==> src/rtl/acc_requant_pkg.sv <==
// Shared widths and limits for the requantization path.
// The MAC and adder-tree stages reuse these so that product width and clip bounds agree.
package acc_requant_pkg;

    // Default datapath widths
    localparam int DEF_ACC_WIDTH   = 32;
    localparam int DEF_SCALE_WIDTH = 16;
    localparam int DEF_OUT_WIDTH   = 8;
    localparam int DEF_SHIFT_WIDTH = 6;

    // Full-precision width of accumulator * multiplier
    function automatic int prod_width(input int acc_w, input int scale_w);
        return acc_w + scale_w;
    endfunction

    localparam int DEF_PW = prod_width(DEF_ACC_WIDTH, DEF_SCALE_WIDTH);

    // Signed clip bounds for an ow-bit result
    function automatic int sat_hi(input int ow);
        return (1 << (ow - 1)) - 1;
    endfunction

    function automatic int sat_lo(input int ow);
        return -(1 << (ow - 1));
    endfunction

    localparam int DEF_SAT_HI = sat_hi(DEF_OUT_WIDTH);
    localparam int DEF_SAT_LO = sat_lo(DEF_OUT_WIDTH);

endpackage

==> src/rtl/acc_requant_round_sat.sv <==
// Combinational round/shift and zero-point/clip arithmetic.
// Two independent halves: the top registers rnd_o between them so each half
// sits in its own pipeline stage.
module requant_round_sat
    import acc_requant_pkg::*;
#(
    parameter int PW          = DEF_PW,
    parameter int SHIFT_WIDTH = DEF_SHIFT_WIDTH,
    parameter int OUT_WIDTH   = DEF_OUT_WIDTH
) (
    input  logic signed [PW-1:0]        prod_i,
    input  logic        [SHIFT_WIDTH-1:0] shift_i,
    output logic signed [PW:0]          rnd_o,
    input  logic signed [PW:0]          rnd_i,
    input  logic signed [OUT_WIDTH-1:0] zp_i,
    output logic signed [OUT_WIDTH-1:0] data_o,
    output logic                        sat_o
);

    localparam logic signed [PW+1:0] V_HI = (PW+2)'(sat_hi(OUT_WIDTH));
    localparam logic signed [PW+1:0] V_LO = (PW+2)'(sat_lo(OUT_WIDTH));

    logic        [31:0] sh;
    logic signed [PW:0] half;
    logic signed [PW:0] sum;
    logic signed [PW+1:0] v;

    // Round-half-up arithmetic shift; shift clamped to PW-1, one guard bit keeps the add exact
    always_comb begin
        sh = 32'(shift_i);
        if (sh > 32'(PW - 1)) begin
            sh = 32'(PW - 1);
        end
        // half = 2^(sh-1) for sh>0, zero for sh=0
        half  = ((PW+1)'(1) << sh) >> 1;
        sum   = {prod_i[PW-1], prod_i} + half;
        rnd_o = sum >>> sh;
    end

    // Add zero point in a width that cannot wrap, then clip to the output range
    always_comb begin
        v      = $signed({rnd_i[PW], rnd_i}) + (PW+2)'(zp_i);
        data_o = v[OUT_WIDTH-1:0];
        sat_o  = 1'b0;
        if (v > V_HI) begin
            data_o = V_HI[OUT_WIDTH-1:0];
            sat_o  = 1'b1;
        end else if (v < V_LO) begin
            data_o = V_LO[OUT_WIDTH-1:0];
            sat_o  = 1'b1;
        end
    end

endmodule

==> src/rtl/acc_requant.sv <==
// Accumulator requantizer: out = clip(round(acc * scale >> shift) + zp).
// Three-stage pipeline (multiply, round/shift, zero-point/clip) with one global
// advance so every stage moves together or holds together.
module acc_requant
    import acc_requant_pkg::*;
#(
    parameter int ACC_WIDTH   = DEF_ACC_WIDTH,
    parameter int SCALE_WIDTH = DEF_SCALE_WIDTH,
    parameter int OUT_WIDTH   = DEF_OUT_WIDTH,
    parameter int SHIFT_WIDTH = DEF_SHIFT_WIDTH
) (
    input  logic                   clk,
    input  logic                   rst,
    input  logic                   cfg_load,
    input  logic [SCALE_WIDTH-1:0] cfg_scale,
    input  logic [SHIFT_WIDTH-1:0] cfg_shift,
    input  logic [OUT_WIDTH-1:0]   cfg_zp,
    output logic                   cfg_err,
    input  logic                   in_valid,
    output logic                   in_ready,
    input  logic [ACC_WIDTH-1:0]   in_acc,
    output logic                   out_valid,
    input  logic                   out_ready,
    output logic [OUT_WIDTH-1:0]   out_data,
    output logic                   out_sat,
    output logic [15:0]            sat_count,
    input  logic                   sat_clr,
    output logic                   busy
);

    localparam int PW = prod_width(ACC_WIDTH, SCALE_WIDTH);

    // Configuration registers
    logic [SCALE_WIDTH-1:0] scale_q;
    logic [SHIFT_WIDTH-1:0] shift_q;
    logic [OUT_WIDTH-1:0]   zp_q;
    logic                   cfg_err_q;
    logic                   cfg_ok;

    // Pipeline: vld_q[0]=S1, vld_q[1]=S2, vld_q[2]=S3
    logic [2:0]             vld_q;
    logic signed [PW-1:0]   prod_d, prod_q;
    logic signed [PW:0]     rnd_d, rnd_q;
    logic [OUT_WIDTH-1:0]   data_d, data_q;
    logic                   sat_d, sat_q;
    logic                   advance;

    // Saturation counter
    logic [15:0]            sat_cnt_d, sat_cnt_q;

    // Any stall comes only from the output side; the whole pipe advances as one
    assign advance   = !vld_q[2] || out_ready;
    assign in_ready  = advance;
    assign out_valid = vld_q[2];
    assign busy      = |vld_q;
    assign out_data  = data_q;
    assign out_sat   = sat_q;
    assign cfg_err   = cfg_err_q;
    assign sat_count = sat_cnt_q;

    // Config may only change with an empty pipe and nothing being offered, so
    // every in-flight item sees one consistent set of parameters
    assign cfg_ok = cfg_load && !busy && !in_valid;

    // Full-precision signed product
    assign prod_d = PW'($signed(in_acc)) * PW'($signed(scale_q));

    requant_round_sat #(
        .PW          (PW),
        .SHIFT_WIDTH (SHIFT_WIDTH),
        .OUT_WIDTH   (OUT_WIDTH)
    ) u_round_sat (
        .prod_i  (prod_q),
        .shift_i (shift_q),
        .rnd_o   (rnd_d),
        .rnd_i   (rnd_q),
        .zp_i    (zp_q),
        .data_o  (data_d),
        .sat_o   (sat_d)
    );

    // Latch accepted config; flag a rejected load for one cycle
    always_ff @(posedge clk) begin
        if (rst) begin
            scale_q   <= SCALE_WIDTH'(1);
            shift_q   <= '0;
            zp_q      <= '0;
            cfg_err_q <= 1'b0;
        end else begin
            cfg_err_q <= cfg_load && !cfg_ok;
            if (cfg_ok) begin
                scale_q <= cfg_scale;
                shift_q <= cfg_shift;
                zp_q    <= cfg_zp;
            end
        end
    end

    // Stage registers and valids shift together on advance, hold otherwise
    always_ff @(posedge clk) begin
        if (rst) begin
            vld_q  <= '0;
            prod_q <= '0;
            rnd_q  <= '0;
            data_q <= '0;
            sat_q  <= 1'b0;
        end else if (advance) begin
            vld_q  <= {vld_q[1:0], in_valid};
            prod_q <= prod_d;
            rnd_q  <= rnd_d;
            data_q <= data_d;
            // Keep the flag clean when a bubble moves into S3
            sat_q  <= sat_d && vld_q[1];
        end
    end

    // Count clipped outputs as they leave; clear has priority, count sticks at max
    always_comb begin
        sat_cnt_d = sat_cnt_q;
        if (sat_clr) begin
            sat_cnt_d = '0;
        end else if (vld_q[2] && out_ready && sat_q && (sat_cnt_q != 16'hFFFF)) begin
            sat_cnt_d = sat_cnt_q + 16'd1;
        end
    end

    // Saturation counter register
    always_ff @(posedge clk) begin
        if (rst) begin
            sat_cnt_q <= '0;
        end else begin
            sat_cnt_q <= sat_cnt_d;
        end
    end

endmodule

==> config.mk <==
export PLATFORM = sky130hd
export DESIGN_NAME = acc_requant
export DESIGN_NICKNAME = d
export VERILOG_FILES = /design/src/rtl/acc_requant_pkg.sv /design/src/rtl/acc_requant_round_sat.sv /design/src/rtl/acc_requant.sv
export SDC_FILE = /design/constraint.sdc
export NUM_CORES = 2
export LEC_CHECK = 0
export ABC_AREA = 1
export CAP_MARGIN = 20
export CORE_ASPECT_RATIO = 1.25
export CORE_MARGIN = 1.5
export CORE_UTILIZATION = 60
export DETAILED_ROUTE_END_ITERATION = 7
export MAX_ROUTING_LAYER = met4
export PLACE_DENSITY = 0.78
export SYNTH_ARGS = -nofsm -noshare
export SYNTH_HDL_FRONTEND = slang
export SYNTH_HIERARCHICAL = 1
export SYNTH_SLANG_ARGS = --single-unit
export TNS_END_PERCENT = 10
==> constraint.sdc <==
create_clock -name clk -period 14.6 [get_ports clk]
set_input_delay 2.19 -clock clk [delete_from_list [all_inputs] [get_ports clk]]
set_output_delay 2.19 -clock clk [all_outputs]
set_load 0.01 [all_outputs]
==> metrics.md <==
| Metric | Value |
|---|---|
| Power Dens Cells | ~150 mW/mm^2 |
| Routed via count | 36894 |
| Library cell with the highest instance count after synthesis | sky130_fd_sc_hd__nand2_1 |
| Global-route wire length before repair | around 190000 um |
| CTS buffer count | 17 |
| Final hold viol count | 0 |
| Number of violations of the max-capacitance limit | 0 |
| Remaining DRCs | 0 |
| Proportion of layout cells with a drive suffix above 1 | under 10% |
| Height of the die | ~280 um |
| Origin of the worst min-delay path | out_data[0] |
| Number of nets produced by synthesis | 6731 |
| Signed area change from the synthesized netlist to the final layout | 5.48% |
| Largest clock skew in the final design | 13.8 ps |
| Final Max Slew Viols | 0 |
| Post-synthesis cell type with the largest combined area | sky130_fd_sc_hd__fa_1 |
| Routed length on met1 | 48200 um |
| Number of synthesized flops with an enable pin | 0 |
| I/O pin count | 97 |
| Actual slew at the worst max-slew pin | about 1000 ps |
| Antenna violations before repair | 0 |
| CTS clock-pin slew for the worst setup and hold paths | roughly 80 ps |
| Max Used Layer | met4 |
| Total of hold buffers inserted after clock tree synthesis | 0 |
| Post-synthesis average cell area | ~6.2 um^2 |
| Kind of critical path | input pin to register |
| Starting utilization of the core area | approximately three fifths |
| Post-cts resize count | 0 |
| Result of the run | completed |
| Clock tree root driver cell | sky130_fd_sc_hd__clkbuf_16 |
| Detailed Place HPWL | around 100000 um |
| Die Span X | roughly 230 um |
| CTS Sinks | approximately 160 |
| Largest fanout on the critical path | 16 |
| Kind of start point of the critical path | input pin |
| Data arrival time of the critical path | 8820 ps |
| Hold WS | between 400 and 500 ps |
| Total GRT Usage | 40.2% |
| Most instantiated flip-flop cell in the synthesis netlist | sky130_fd_sc_hd__dfxtp_1 |
| Crit path capture type | register |
| Depth of the CTS H-tree | 4 |
| Total Negative Setup Slacks | 0 ps |
| Detailed Route Iter0 Violations | 3585 |
| Overall die area | about 0.063 mm^2 |
| Slew Limit Headroom | around 30% |
| Count of warnings emitted by yosys | 6 |
| Maximum number of buffers from clock root to sink | 2 |
| Vias in the first global route | ~36000 |
| TritonRoute pass-1 iters | 6 |
| Routability congestion estimate | 1.05 |
| Final critical delay including setup and external delays | about 8400 ps |
| Sequential cell area fraction in the yosys report | 8.42% |
| Post-synth cell types | 48 |
| Biggest area contributors in the synthesized netlist | sky130_fd_sc_hd__fa_1, sky130_fd_sc_hd__nand2_1, sky130_fd_sc_hd__inv_1 |
| Leading post-synthesis cells by instance count | sky130_fd_sc_hd__nand2_1, sky130_fd_sc_hd__inv_1, sky130_fd_sc_hd__nor2_1 |
| Critical path required time | roughly 15000 ps |
| Post-detailed-route wirelength per cell | ~18 um |
| Antenna Violating Nets Remaining | 0 |
| Area share of the leading cell type in the synthesized netlist | about a quarter |
| Setup repair bufs after CTS | 0 |
| Setup repair after global routing missed its margin | false |
| Share of synthesized flip-flops with an asynchronous set or reset | 0% |
| Detailed-route wire length | between 100000 and 150000 um |
| Post-Syn Instances | between 5000 and 6000 |
| Mapped Area | 0.0371 mm^2 |
| Clk_lat worst skew | around 480 ps |
| Worst min-delay path category | register to register |
| Input/output buffers | 96 |
| Leftover overflow at the end of global routing | 0 |
| Beginning of the worst register-to-register path | scale_q[4] |
| Max Freq | between 0.1 and 0.15 GHz |
| Lkg Pwr | about 22 nW |
| Synth Register Bits | about 160 |
| Detailed-routed wire length on met2 | between 50000 and 60000 um |
| DR WL met3 | about 11000 um |
| Number of endpoints failing setup at the final stage | 0 |
| Startpoint of the most critical setup path | in_acc[31] |
| Worst R2R Path Depth | 24 |
| Clock tree from TritonCTS | built |
| Worst vdd ir | 0.122 mV |
| Final Cycle Share | 57.7% |
| Net count reported at finish | 6657 |
| Util after Layout | between 60 and 70% |
| Pin count of the biggest net entering global routing | 106 |
| Rows | 101 |
| Vias per Instance | around 5.5 |
| Cell depth of the worst min-delay path | 2 |
| Placeable core area | around 0.061 mm^2 |
-- through the flow --
stage / setup WS, ps / total power [mW] / instances / instance area [um^2]
after global placement: 5860 / 5.22 / 6694 / 38500
after detailed placement: 5690 / 5.28 / 6694 / 38500
after global routing: 5660 / 6.48 / 6726 / 39100
final: 6170 / 5.84 / 6727 / 39100
after CTS: 6200 / 5.79 / 6726 / 39100
after floorplan: 6870 / 3.90 / 5963 / 37100
-- critical path, cell delays in order --
cell and delay, ps:
sky130_fd_sc_hd__clkdlybuf4s50_1 840, sky130_fd_sc_hd__nand2_1 210, sky130_fd_sc_hd__inv_1 160, sky130_fd_sc_hd__fa_1 580
sky130_fd_sc_hd__fa_1 940, sky130_fd_sc_hd__inv_1 190, sky130_fd_sc_hd__fa_1 560, sky130_fd_sc_hd__inv_1 50
sky130_fd_sc_hd__fa_1 460, sky130_fd_sc_hd__fa_1 550, sky130_fd_sc_hd__inv_1 50, sky130_fd_sc_hd__fa_1 530
sky130_fd_sc_hd__inv_1 40, sky130_fd_sc_hd__ha_1 380, sky130_fd_sc_hd__nand2_1 140, sky130_fd_sc_hd__nor2_1 230
sky130_fd_sc_hd__and2_1 180, sky130_fd_sc_hd__nand2_1 80, sky130_fd_sc_hd__nor2_2 100, sky130_fd_sc_hd__nand2_1 70
sky130_fd_sc_hd__nand4_1 110, sky130_fd_sc_hd__nand3_1 80, sky130_fd_sc_hd__nand2_1 80, sky130_fd_sc_hd__inv_1 40
-- registers in the layout (all words and copies together), names as in the netlist --
signal	count
cfg_err	1
out_data	8
out_sat	1
prod_q	48
rnd_q	49
sat_count	16
scale_q	16
shift_q	6
vld_q	3
zp_q	8
-- layer usage --
| layer | up-vias | global-route usage, % |
|---|---|---|
| li1 | 17673 | - |
| met1 | 17167 | 51.1 |
| met2 | 1704 | 63.5 |
| met3 | 350 | 6.41 |
| met4 | 0 | 17.2 |
| met5 | - | - |
-- cells by family (layout without fill, tap and decap cells) --
family          Yosys count  in the layout  synth area share, %
compound gates          444            444                 6.53
xor+xnor                 63             63                 1.49
fa+ha+maj               700            700                 33.5
buf+inv                1566           1505                 15.9
flops                   156            156                 8.42
mux                       1              1               0.0270
other cells               1              2               0.0101
simple gates           3032           3032                 34.1
-- area by class of cell --
class                      count  area (um^2)
multi-input combinational   4241        28100
fill                        5926        21800
inverter                    1347         5060
sequential                   156         3130
timing repair buffer         126         1190
tap                          824         1030
clock buffer                  17          425
clock inverter                15          193
antenna                        1         2.50
-- report_power, final --
part           leakage (nW)  internal, mW  switching (mW)
Clock                 0.302         0.247           0.234
Sequential             1.29         0.535           0.121
Combinational          20.9          1.55            3.15
Total                  22.5          2.33            3.51
-- worst paths after layout --
path                                    end  slack, ps
worst min register to register  out_data[0]        490
worst max register to register   prod_q[45]       7830
worst min-delay path            out_data[0]        490
worst max-delay path             prod_q[45]       6170
-- cell usage in the layout (no fill, tap or decap), types with 6 or more instances in the layout --
cell type,n
sky130_fd_sc_hd__clkbuf_16,17
sky130_fd_sc_hd__a21o_1,7
sky130_fd_sc_hd__nor3_2,10
sky130_fd_sc_hd__ha_1,212
sky130_fd_sc_hd__clkdlybuf4s50_1,96
sky130_fd_sc_hd__fa_1,488
sky130_fd_sc_hd__nand4_1,59
sky130_fd_sc_hd__a21oi_1,153
sky130_fd_sc_hd__xor2_1,33
sky130_fd_sc_hd__o21a_1,8
sky130_fd_sc_hd__nor3_1,20
sky130_fd_sc_hd__inv_1,1333
sky130_fd_sc_hd__o21bai_1,34
sky130_fd_sc_hd__and2_1,6
sky130_fd_sc_hd__nor2_2,29
sky130_fd_sc_hd__nand3_2,8
sky130_fd_sc_hd__dfxtp_1,152
sky130_fd_sc_hd__nor2_1,548
sky130_fd_sc_hd__o211ai_1,8
sky130_fd_sc_hd__buf_4,30
sky130_fd_sc_hd__o21ai_0,209
sky130_fd_sc_hd__o21ai_1,7
sky130_fd_sc_hd__nand3b_1,27
sky130_fd_sc_hd__or2_2,13
sky130_fd_sc_hd__nand3_1,498
sky130_fd_sc_hd__nand2_2,35
sky130_fd_sc_hd__inv_2,10
sky130_fd_sc_hd__nand2_1,1762
sky130_fd_sc_hd__xnor2_1,30
Note: power is estimated with default switching activity, not from simulation.
